## src/rtl/serial_adder.sv

```systemverilog
// Bit-serial adder: captures two WIDTH-bit operands and a carry-in, adds them
// LSB first at one bit per clock, and presents {cout,sum} with a one-cycle done.
module serial_adder #(
  parameter int WIDTH = 8
) (
  input  logic             clk,
  input  logic             rst,
  input  logic             start,
  input  logic [WIDTH-1:0] a,
  input  logic [WIDTH-1:0] b,
  input  logic             cin,
  output logic             busy,
  output logic             done,
  output logic [WIDTH-1:0] sum,
  output logic             cout
);

  // state | meaning
  // IDLE  | waiting for start; operands captured on the accepting edge
  // RUN   | one sum bit produced per edge, LSB first
  // DONE  | sum/cout valid and newly updated; start is ignored here
  typedef enum logic [1:0] {
    IDLE = 2'd0,
    RUN  = 2'd1,
    DONE = 2'd2
  } state_t;

  localparam int CW = $clog2(WIDTH + 1);
  localparam logic [CW-1:0] CNT_LAST = CW'(WIDTH - 1);

  state_t           state_q, state_d;
  logic [WIDTH-1:0] a_q, a_d;
  logic [WIDTH-1:0] b_q, b_d;
  logic             c_q, c_d;
  logic [WIDTH-1:0] sr_q, sr_d;
  logic [CW-1:0]    cnt_q, cnt_d;
  logic [WIDTH-1:0] sum_q, sum_d;
  logic             cout_q, cout_d;

  logic             bit_s;
  logic             bit_c;
  logic [WIDTH-1:0] s_msb;
  logic [WIDTH-1:0] sr_shift;

  // Full-adder slice on the current operand LSBs
  always_comb begin
    bit_s    = a_q[0] ^ b_q[0] ^ c_q;
    bit_c    = (a_q[0] & b_q[0]) | (c_q & (a_q[0] ^ b_q[0]));
    s_msb    = '0;
    s_msb[WIDTH-1] = bit_s;
    sr_shift = (sr_q >> 1) | s_msb;
  end

  always_ff @(posedge clk or posedge rst) begin
    if (rst) begin
      state_q <= IDLE;
      a_q     <= '0;
      b_q     <= '0;
      c_q     <= 1'b0;
      sr_q    <= '0;
      cnt_q   <= '0;
      sum_q   <= '0;
      cout_q  <= 1'b0;
    end else begin
      state_q <= state_d;
      a_q     <= a_d;
      b_q     <= b_d;
      c_q     <= c_d;
      sr_q    <= sr_d;
      cnt_q   <= cnt_d;
      sum_q   <= sum_d;
      cout_q  <= cout_d;
    end
  end

  always_comb begin
    state_d = state_q;
    a_d     = a_q;
    b_d     = b_q;
    c_d     = c_q;
    sr_d    = sr_q;
    cnt_d   = cnt_q;
    sum_d   = sum_q;
    cout_d  = cout_q;
    unique case (state_q)
      IDLE: begin
        if (start) begin
          a_d     = a;
          b_d     = b;
          c_d     = cin;
          cnt_d   = '0;
          state_d = RUN;
        end
      end
      RUN: begin
        a_d  = a_q >> 1;
        b_d  = b_q >> 1;
        c_d  = bit_c;
        sr_d = sr_shift;
        // Terminal count: publish the finished word on the same edge
        if (cnt_q == CNT_LAST) begin
          sum_d   = sr_shift;
          cout_d  = bit_c;
          state_d = DONE;
        end else begin
          cnt_d = cnt_q + CW'(1);
        end
      end
      DONE: begin
        state_d = IDLE;
      end
      default: begin
        state_d = IDLE;
      end
    endcase
  end

  assign busy = (state_q != IDLE);
  assign done = (state_q == DONE);
  assign sum  = sum_q;
  assign cout = cout_q;

endmodule

```

## config.mk

```make
export PLATFORM = sky130hd
export DESIGN_NAME = serial_adder
export DESIGN_NICKNAME = d
export VERILOG_FILES = /design/src/rtl/serial_adder.sv
export SDC_FILE = /design/constraint.sdc
export NUM_CORES = 1
export LEC_CHECK = 0
export CORE_MARGIN = 2
export CORE_UTILIZATION = 50
export CTS_CLUSTER_SIZE = 28
export DETAILED_ROUTE_END_ITERATION = 10
export GPL_TIMING_DRIVEN = 0
export PLACE_DENSITY = 0.75
export SYNTH_ARGS = -nofsm -noshare
export SYNTH_HDL_FRONTEND = slang
export SYNTH_SLANG_ARGS = --single-unit
```

## constraint.sdc

```tcl
create_clock -name clk -period 2.9 [get_ports clk]
set_input_delay 0.58 -clock clk [delete_from_list [all_inputs] [get_ports clk]]
set_output_delay 0.58 -clock clk [all_outputs]
set_load 0.05 [all_outputs]
```

After elaboration in Yosys (flattened, before gate mapping)
Index checks and enable logic that the tools add are counted.
{"block": "totals", "register_bits": 40, "elab_cells": 40, "input_bits": 20, "output_inout_bits": 11}
{"block": "op_classes", "bitwise_logic": 6, "eq_ne": 6, "add_sub_neg": 1, "muxes": 12, "reduce_logical": 7}
{"op": "case mux 8 bit (2 select lines)", "count": 2}
{"op": "2-to-1 mux 8 bit", "count": 2}
{"op": "2-to-1 mux 4 bit", "count": 2}
{"op": "OR 7 x 8 -> 8 bit", "count": 1}
{"op": "case mux 4 bit (2 select lines)", "count": 1}
{"op": "inequality test 2 bit, second input constant", "count": 3}
{"op": "AND reduction 2 bit", "count": 3}
{"op": "adder 4 x 1 -> 4 bit, second input constant", "count": 1}
{"op": "equality test 4 x 3 -> 1 bit, second input constant", "count": 1}
{"op": "2-to-1 mux 2 bit", "count": 2}
{"op": "case mux 2 bit (2 select lines)", "count": 1}
{"op": "nonzero test 2 bit", "count": 2}
{"op": "AND reduction 3 bit", "count": 1}
{"op": "bitwise AND 1 bit", "count": 2}
{"op": "equality test 2 x 1 -> 1 bit, second input constant", "count": 1}
{"op": "equality test 2 bit, second input constant", "count": 1}
{"op": "zero test 2 bit", "count": 1}
{"op": "case mux 1 bit (2 select lines)", "count": 1}
{"op": "bitwise XOR 1 bit", "count": 2}
{"op": "2-to-1 mux 1 bit", "count": 1}
{"op": "OR 1 bit", "count": 1}

Longest topological paths before layout
Gate-level depths: netlist of run 1.
{"block": "depth", "word_depth": 4, "depth_mapped": 6, "depth_no_buf": 4}

Least setup slack after synthesis of run 1
Ideal clock, no wire load.
{"block": "synth_timing", "path_kind": "reg2out", "startpoint": "register state_q[0]", "endpoint": "output port done", "path_stages_with_launch": 4, "arrival_ps": 1333, "path_buffers": 2, "path_slack_ps": 987, "t_required_ps": 2320, "path_cell_list": "dfrtp_1 buf_6 clkbuf_1 nor2_1"}
{"block": "synth_between", "elab_chain_cells": 1}
{"item": "start: declaration", "line": "31", "text": "state_t state_q, state_d;"}
{"item": "start signal: assignment", "line": "65", "text": "state_q <= state_d;"}
{"item": "equality test 2 bit", "line": "119", "text": "assign done = (state_q == DONE);"}
{"item": "end: declaration", "line": "13", "text": "output logic done,"}
No other way between the ends.

Final worst setup path of run 1
Same ends and word-level chain as after synthesis.

==> results of run 1 <==
==> synthesized netlist by cell type, drive strengths merged <==
master | n | area (sq um)
dfrtp | 39 | 975.9
mux2 | 17 | 225.2
nand2 | 17 | 63.81
o21ai | 15 | 75.07
a22oi | 13 | 97.59
buf | 7 | 53.80
a21oi | 5 | 25.02
and3b | 3 | 26.28
clkbuf | 3 | 11.26
inv | 3 | 11.26
nand3 | 3 | 15.01
nor2 | 3 | 11.26
a32o | 2 | 20.02
a32oi | 2 | 17.52
nor2b | 2 | 20.02
a22o | 1 | 8.760
a41o | 1 | 10.01
and2 | 1 | 8.760
fa | 1 | 20.02
ha | 1 | 12.51
nand3b | 1 | 7.510
nor3 | 1 | 5.000
o21bai | 1 | 7.510
==> worst min-delay path, cell delays in order (launching register included) <==
cell	delay, ps
sky130_fd_sc_hd__dfrtp_1	360
sky130_fd_sc_hd__nand2_1	50
sky130_fd_sc_hd__o21ai_0	60
==> registers in the layout (all words and copies together) (netlist names) <==
| signal | flops |
|---|---|
| sum | 8 |
| cnt_q | 4 |
| b_q | 8 |
| a_q | 8 |
| c_q | 1 |
| state_q | 2 |
| cout | 1 |
| sr_q | 7 |
==> final cells by class <==
class / instances / area [sq um]
fillers: 290 / 1200
flip-flops and latches: 39 / 975.9
multi-input cells: 90 / 676.9
repair buffers: 30 / 300.3
plain buffers: 10 / 65.06
well taps: 46 / 57.56
clock buffers: 7 / 45.04
inverters: 3 / 11.26
clock inverters: 1 / 5.005
==> cells by family after synthesis <==
logic type,count (synthesis),synth area share [%]
AND/OR/NAND/NOR,31,9.117
flip-flops,39,56.44
AO/OA/AOI/OAI,40,15.12
multiplexers,17,13.02
buffers and inverters,13,4.414
adder cells (fa/ha/maj),2,1.881
==> per-stage QoR <==
| step | utilization, % | hold WS [ps] | instance area [sq um] | worst slack [ps] | cells |
|---|---|---|---|---|---|
| after detailed placement | 62.54 | 476.0 | 2087 | 611.3 | 218 |
| after CTS | 64.04 | 500.2 | 2137 | 209.1 | 226 |
| after global placement | 62.54 | 462.7 | 2087 | 629.3 | 218 |
| after global routing | 64.04 | 537.1 | 2137 | 113.2 | 226 |
| after floorplan | - | 450.1 | 1729 | 987.3 | 142 |
| final | 64.04 | 493.3 | 2137 | 235.0 | 226 |
==> power by group through the flow <==
stage | clock network, mW | registers (mW) | logic (mW)
after global routing | 0.301 | 0.963 | 1.15
after global placement | 0 | 0.924 | 1.04
after CTS | 0.276 | 0.930 | 1.08
final | 0.264 | 0.929 | 1.06
after floorplan | 0 | 1.10 | 0.607
after detailed placement | 0 | 0.940 | 1.07
==> metal layers <==
metal	global-route usage (%)	wire length, um	vias up
li1	-	-	581
met1	23.80	1430	582
met2	28.49	1539	39
met3	5.946	193	7
met5	0	0	-
met4	8.611	52	0
==> final timing paths <==
path	from	endpoint	slack (ps)
max reg2reg	cnt_q[0]	cout	1230
min reg2reg	a_q[1]	a_q[1]	490
min	a_q[1]	a_q[1]	490
max in group asynchronous	rst	b_q[1]	1710
max	state_q[0]	done	240
min in group asynchronous	rst	sum[1]	690
==> metrics.csv, run 1 <==
metric;value;unit
final-hold-violation-count;0;
hpwlAfterDp;2.238;mm
die_h;62.81;um
pin_count;31;
cts-buffers-inserted;5;
post_cts.repair.setup_buffers;0;
core.rowCount;21;
worstPathArrival;2080;ps
cts_tree;built;
drt_first_iter_violations;89;
layout.cells.most_common_list;sky130_fd_sc_hd__dfrtp_1, sky130_fd_sc_hd__clkdlybuf4s50_1, sky130_fd_sc_hd__nand2_1;
hold_fix_buffers_at_cts;0;
grt_use_total;18.50;%
slew_headroom;46.72;%
grt_pass1_wl;5.568;mm
route.vias.total;1209;
grt_max_degree;40;
aggregate_global_routing_overflow;0;
die_w;62.81;um
cts.sink_count;39;
max-vdd-ir-drop;0.5093;mV
core-area;3337;sq um
synth-warning-count;0;
number_of_buffers_and_inverters_on_the_critical_path;3;
critical_path.endpoint_type;primary output;
cpLargestDelayFamily;buffers and inverters;
ys_seq_elements;39;
start_util;51.82;%
reg2regPathDepth;5;
cts.htree.levels;2;
pwr_cell_area;1056;nW/um^2
max-clock-path-buffers;2;
layout-area-overhead-vs-synth;23.59;%
timing.final.crit_share;91.90;%
num_antenna_cells;0;
portBuffers;30;
grt_pass1_vias;1230;
critPathLaunchType;flop;
pwr-share-clk;11.7;%
p_seq_share;41.2;%
critPathSlowestCell;sky130_fd_sc_hd__clkdlybuf4s50_1;
post-layout-total-power;2.256;mW
route.antenna.remaining_nets;0;
tightestPinTransition;798.0;ps
finalSetupViolations;0;
post_synth.cell_area_avg;12.18;sq um
area_enclosed_by_the_die_boundary;3944;sq um
critical_path.max_stage_delay;810;ps
p_int;1.372;mW
worstPathRequired;2320;ps
layout-drive-gt1-share;18.33;%
netlist-cell-type-count;26;
worst-path-stages;4;
achievable-frequency;375.2;MHz
outcome;finished clean;
cts.reportedPaths.clkPinSlew;110;ps
layout.cells.most_common;sky130_fd_sc_hd__dfrtp_1;
quantity_of_gates_resized_following_cts;0;
power.share.switching;39.17;%
antenna_found_initial;0;
combinationalPowerShare;47.1;%
static-leakage-power;0.9444;nW
final.setup.tns;0;ps
min_delay_path_depth;2;
postSynthNetCount;164;
routed_wl;3.216;mm
sequential_share_of_the_synthesized_area;56.44;%
cts_root_buf;sky130_fd_sc_hd__clkbuf_4;
first_pass_iters;4;
num-nets-final;201;
rsz0062_at_grt;false;
drv_slew;0;
syn-cell-area;1729;sq um
routed_via_density;5.350;
critPathMaxFanout;10;
post_synthesis_cells;142;
final_period_minus_worst_setup_slack;2665;ps
cp_cell_sequence;buf_6 > clkbuf_1 > nor2_1 > clkdlybuf4s50_1;
worst_skew_pair.late_latency;350;ps
gp_routability_congestion;0.7803;
min-delay-path-class;flop to flop;
drc;0;
power.switching;0.8837;mW
post_drt_wl_per_cell;14.23;um
finClkSkew;6.270;ps
critical_path_class;flop to primary output;
drv.max_cap_violation_count;0;
Power figures use the tool's default switching activity.
==> run 2, diff against run 1 <==
--- a/config.mk
+++ b/config.mk
@@ -11,6 +11,8 @@
 export DETAILED_ROUTE_END_ITERATION = 10
 export GPL_TIMING_DRIVEN = 0
 export PLACE_DENSITY = 0.75
+export SETUP_SLACK_MARGIN = 0.02
 export SYNTH_ARGS = -nofsm -noshare
 export SYNTH_HDL_FRONTEND = slang
 export SYNTH_SLANG_ARGS = --single-unit
+export TNS_END_PERCENT = 10
==> results of run 2 <==
The final DEF is identical to that of run 1; final timing and power are the same.
==> run 3, diff against run 2 <==
--- a/config.mk
+++ b/config.mk
@@ -5,13 +5,14 @@
 export SDC_FILE = /design/constraint.sdc
 export NUM_CORES = 1
 export LEC_CHECK = 0
+export CAP_MARGIN = 5
 export CORE_MARGIN = 2
 export CORE_UTILIZATION = 50
 export CTS_CLUSTER_SIZE = 28
 export DETAILED_ROUTE_END_ITERATION = 10
 export GPL_TIMING_DRIVEN = 0
 export PLACE_DENSITY = 0.75
-export SETUP_SLACK_MARGIN = 0.02
+export SETUP_SLACK_MARGIN = 0.5
 export SYNTH_ARGS = -nofsm -noshare
 export SYNTH_HDL_FRONTEND = slang
 export SYNTH_SLANG_ARGS = --single-unit
==> constraint.sdc (replaced) <==
create_clock -name clk -period 2.9 [get_ports clk]
set_input_delay 0.58 -clock clk [delete_from_list [all_inputs] [get_ports clk]]
set_output_delay 0.58 -clock clk [all_outputs]
set_load 0.005 [all_outputs]
==> run 3 against run 2 <==
Compared with the run above:
- final cell count stayed put
- count of clock-buffer cells in the layout did not move
- sequential share of layout area is 0.080 points lower
- register-to-register slack is essentially flat
- routed wire length is 0.62% higher
- sequential cell count stayed put
- worst hold slack improved by 0.70 ps
- critical path type unchanged
- largest cell class unchanged
- largest power group is now registers
==> metrics.csv, run 3 (same netlist as run 1, synthesis figures left out) <==
metric;value;unit
drt_first_iter_violations;100;
final-hold-violation-count;0;
layout-drive-gt1-share;19.44;%
max-vdd-ir-drop;0.4227;mV
postLayoutSetupSlackWorst;597.5;ps
grt_pass1_vias;1230;
min-delay-path-class;flop to flop;
critPathMaxFanout;10;
grt_pass1_wl;5.568;mm
portBuffers;30;
cts_root_buf;sky130_fd_sc_hd__clkbuf_4;
hold_fix_buffers_at_cts;0;
critPathLaunchType;flop;
area_enclosed_by_the_die_boundary;3944;sq um
rsz0062_at_grt;true;
nFillCells;290;
power.share.switching;32.64;%
cts-buffers-inserted;5;
cts.sink_count;39;
cts.reportedPaths.clkPinSlew;110;ps
layout.cells.most_common;sky130_fd_sc_hd__dfrtp_1;
post_drt_wl_per_cell;14.32;um
start_util;51.82;%
layout-area-overhead-vs-synth;23.81;%
gp_routability_congestion;0.7803;
layout.cells.most_common_list;sky130_fd_sc_hd__dfrtp_1, sky130_fd_sc_hd__clkdlybuf4s50_1, sky130_fd_sc_hd__nand2_1;
core.rowCount;21;
die_h;62.81;um
drv.max_cap_violation_count;0;
pwr_cell_area;952.5;nW/um^2
worstPathArrival;1720;ps
dpl_worst_slack;729.3;ps
achievable-frequency;434.3;MHz
static-leakage-power;0.9468;nW
routed_via_density;5.398;
p_seq_share;45.5;%
route.vias.total;1220;
grt_use_total;18.50;%
die_w;62.81;um
cts.htree.levels;2;
drc;0;
routed_wl;3.236;mm
finalSetupViolations;0;
core-area;3337;sq um
pin_count;31;
slew_headroom;46.75;%
worstPathRequired;2320;ps
route.antenna.remaining_nets;0;
worst_skew_pair.late_latency;350;ps
cts_tree;built;
grt_max_degree;40;
max-clock-path-buffers;2;
r2r_slack;1230;ps
postLayoutCoreUtil;64.15;%
pwr-share-clk;12.9;%
antenna_found_initial;0;
first_pass_iters;5;
power.switching;0.6656;mW
outcome;finished clean;
timing.final.crit_share;79.40;%
aggregate_global_routing_overflow;0;
finClkSkew;5.329;ps
final_period_minus_worst_setup_slack;2302;ps
critical_path_class;flop to primary output;
p_int;1.374;mW
critical_path.endpoint_type;primary output;
final.setup.tns;0;ps
combinationalPowerShare;41.5;%
drv_slew;0;
hpwlAfterDp;2.238;mm
num-nets-final;201;
tightestPinTransition;797.5;ps
post-layout-total-power;2.039;mW
num_antenna_cells;0;
run 3: area by class of cell:
class                      count  area [sq um]  area share, %
buffer                        10         66.31          3.098
timing repair buffer          30         300.3          14.03
tap                           46         57.56          2.688
clock inverter                 1         5.005         0.2338
multi-input combinational     90         679.4          31.74
clock buffer                   7         45.04          2.104
inverter                       3         11.26         0.5260
sequential                    39         975.9          45.59
run 3: worst max-delay path: stages (launching register included):
cell and delay (ps):
sky130_fd_sc_hd__dfrtp_1 400, sky130_fd_sc_hd__buf_6 140, sky130_fd_sc_hd__clkbuf_2 200, sky130_fd_sc_hd__nor2_1 130, sky130_fd_sc_hd__clkdlybuf4s50_1 510
run 3: power groups by stage:
stage | sequential (mW) | combinational [mW] | clock (mW)
after global routing | 0.963 | 0.933 | 0.301
after global placement | 0.924 | 0.819 | 0
after floorplan | 0.907 | 0.586 | 0
after CTS | 0.930 | 0.854 | 0.276
after detailed placement | 0.940 | 0.852 | 0
final | 0.929 | 0.847 | 0.263
run 3: through the flow:
stage / instance area, sq um / cells / hold slack (ps)
3_5_place_dp: 2087 / 218 / 476.0
5_1_grt: 2141 / 226 / 537.1
6_report: 2141 / 226 / 494.0
3_3_place_gp: 2087 / 218 / 462.7
2_1_floorplan: 1729 / 142 / 450.1
4_1_cts: 2137 / 226 / 500.2
run 3: per-layer routing:
layer	up-vias	share of wire, %	track usage [%]
met4	0	1.9	8.611
met3	8	5.7	5.946
li1	582	-	-
met1	595	44	23.80
met5	-	0	0
met2	35	48	28.49
run 3: worst paths after layout:
path	startpoint	to	depth (start not counted)
worst max register to register	cnt_q[0]	cout	5
worst min register to register	a_q[1]	a_q[1]	2
max in group asynchronous	rst	b_q[1]	2
worst max-delay path	state_q[0]	done	4
min in group asynchronous	rst	cnt_q[0]	2
worst min-delay path	a_q[1]	a_q[1]	2
run 3: what timing repair did:
action,4_1_cts,5_1_grt
buffers inserted,0,0
setup endpoints to repair,0,2
resized for setup,0,3
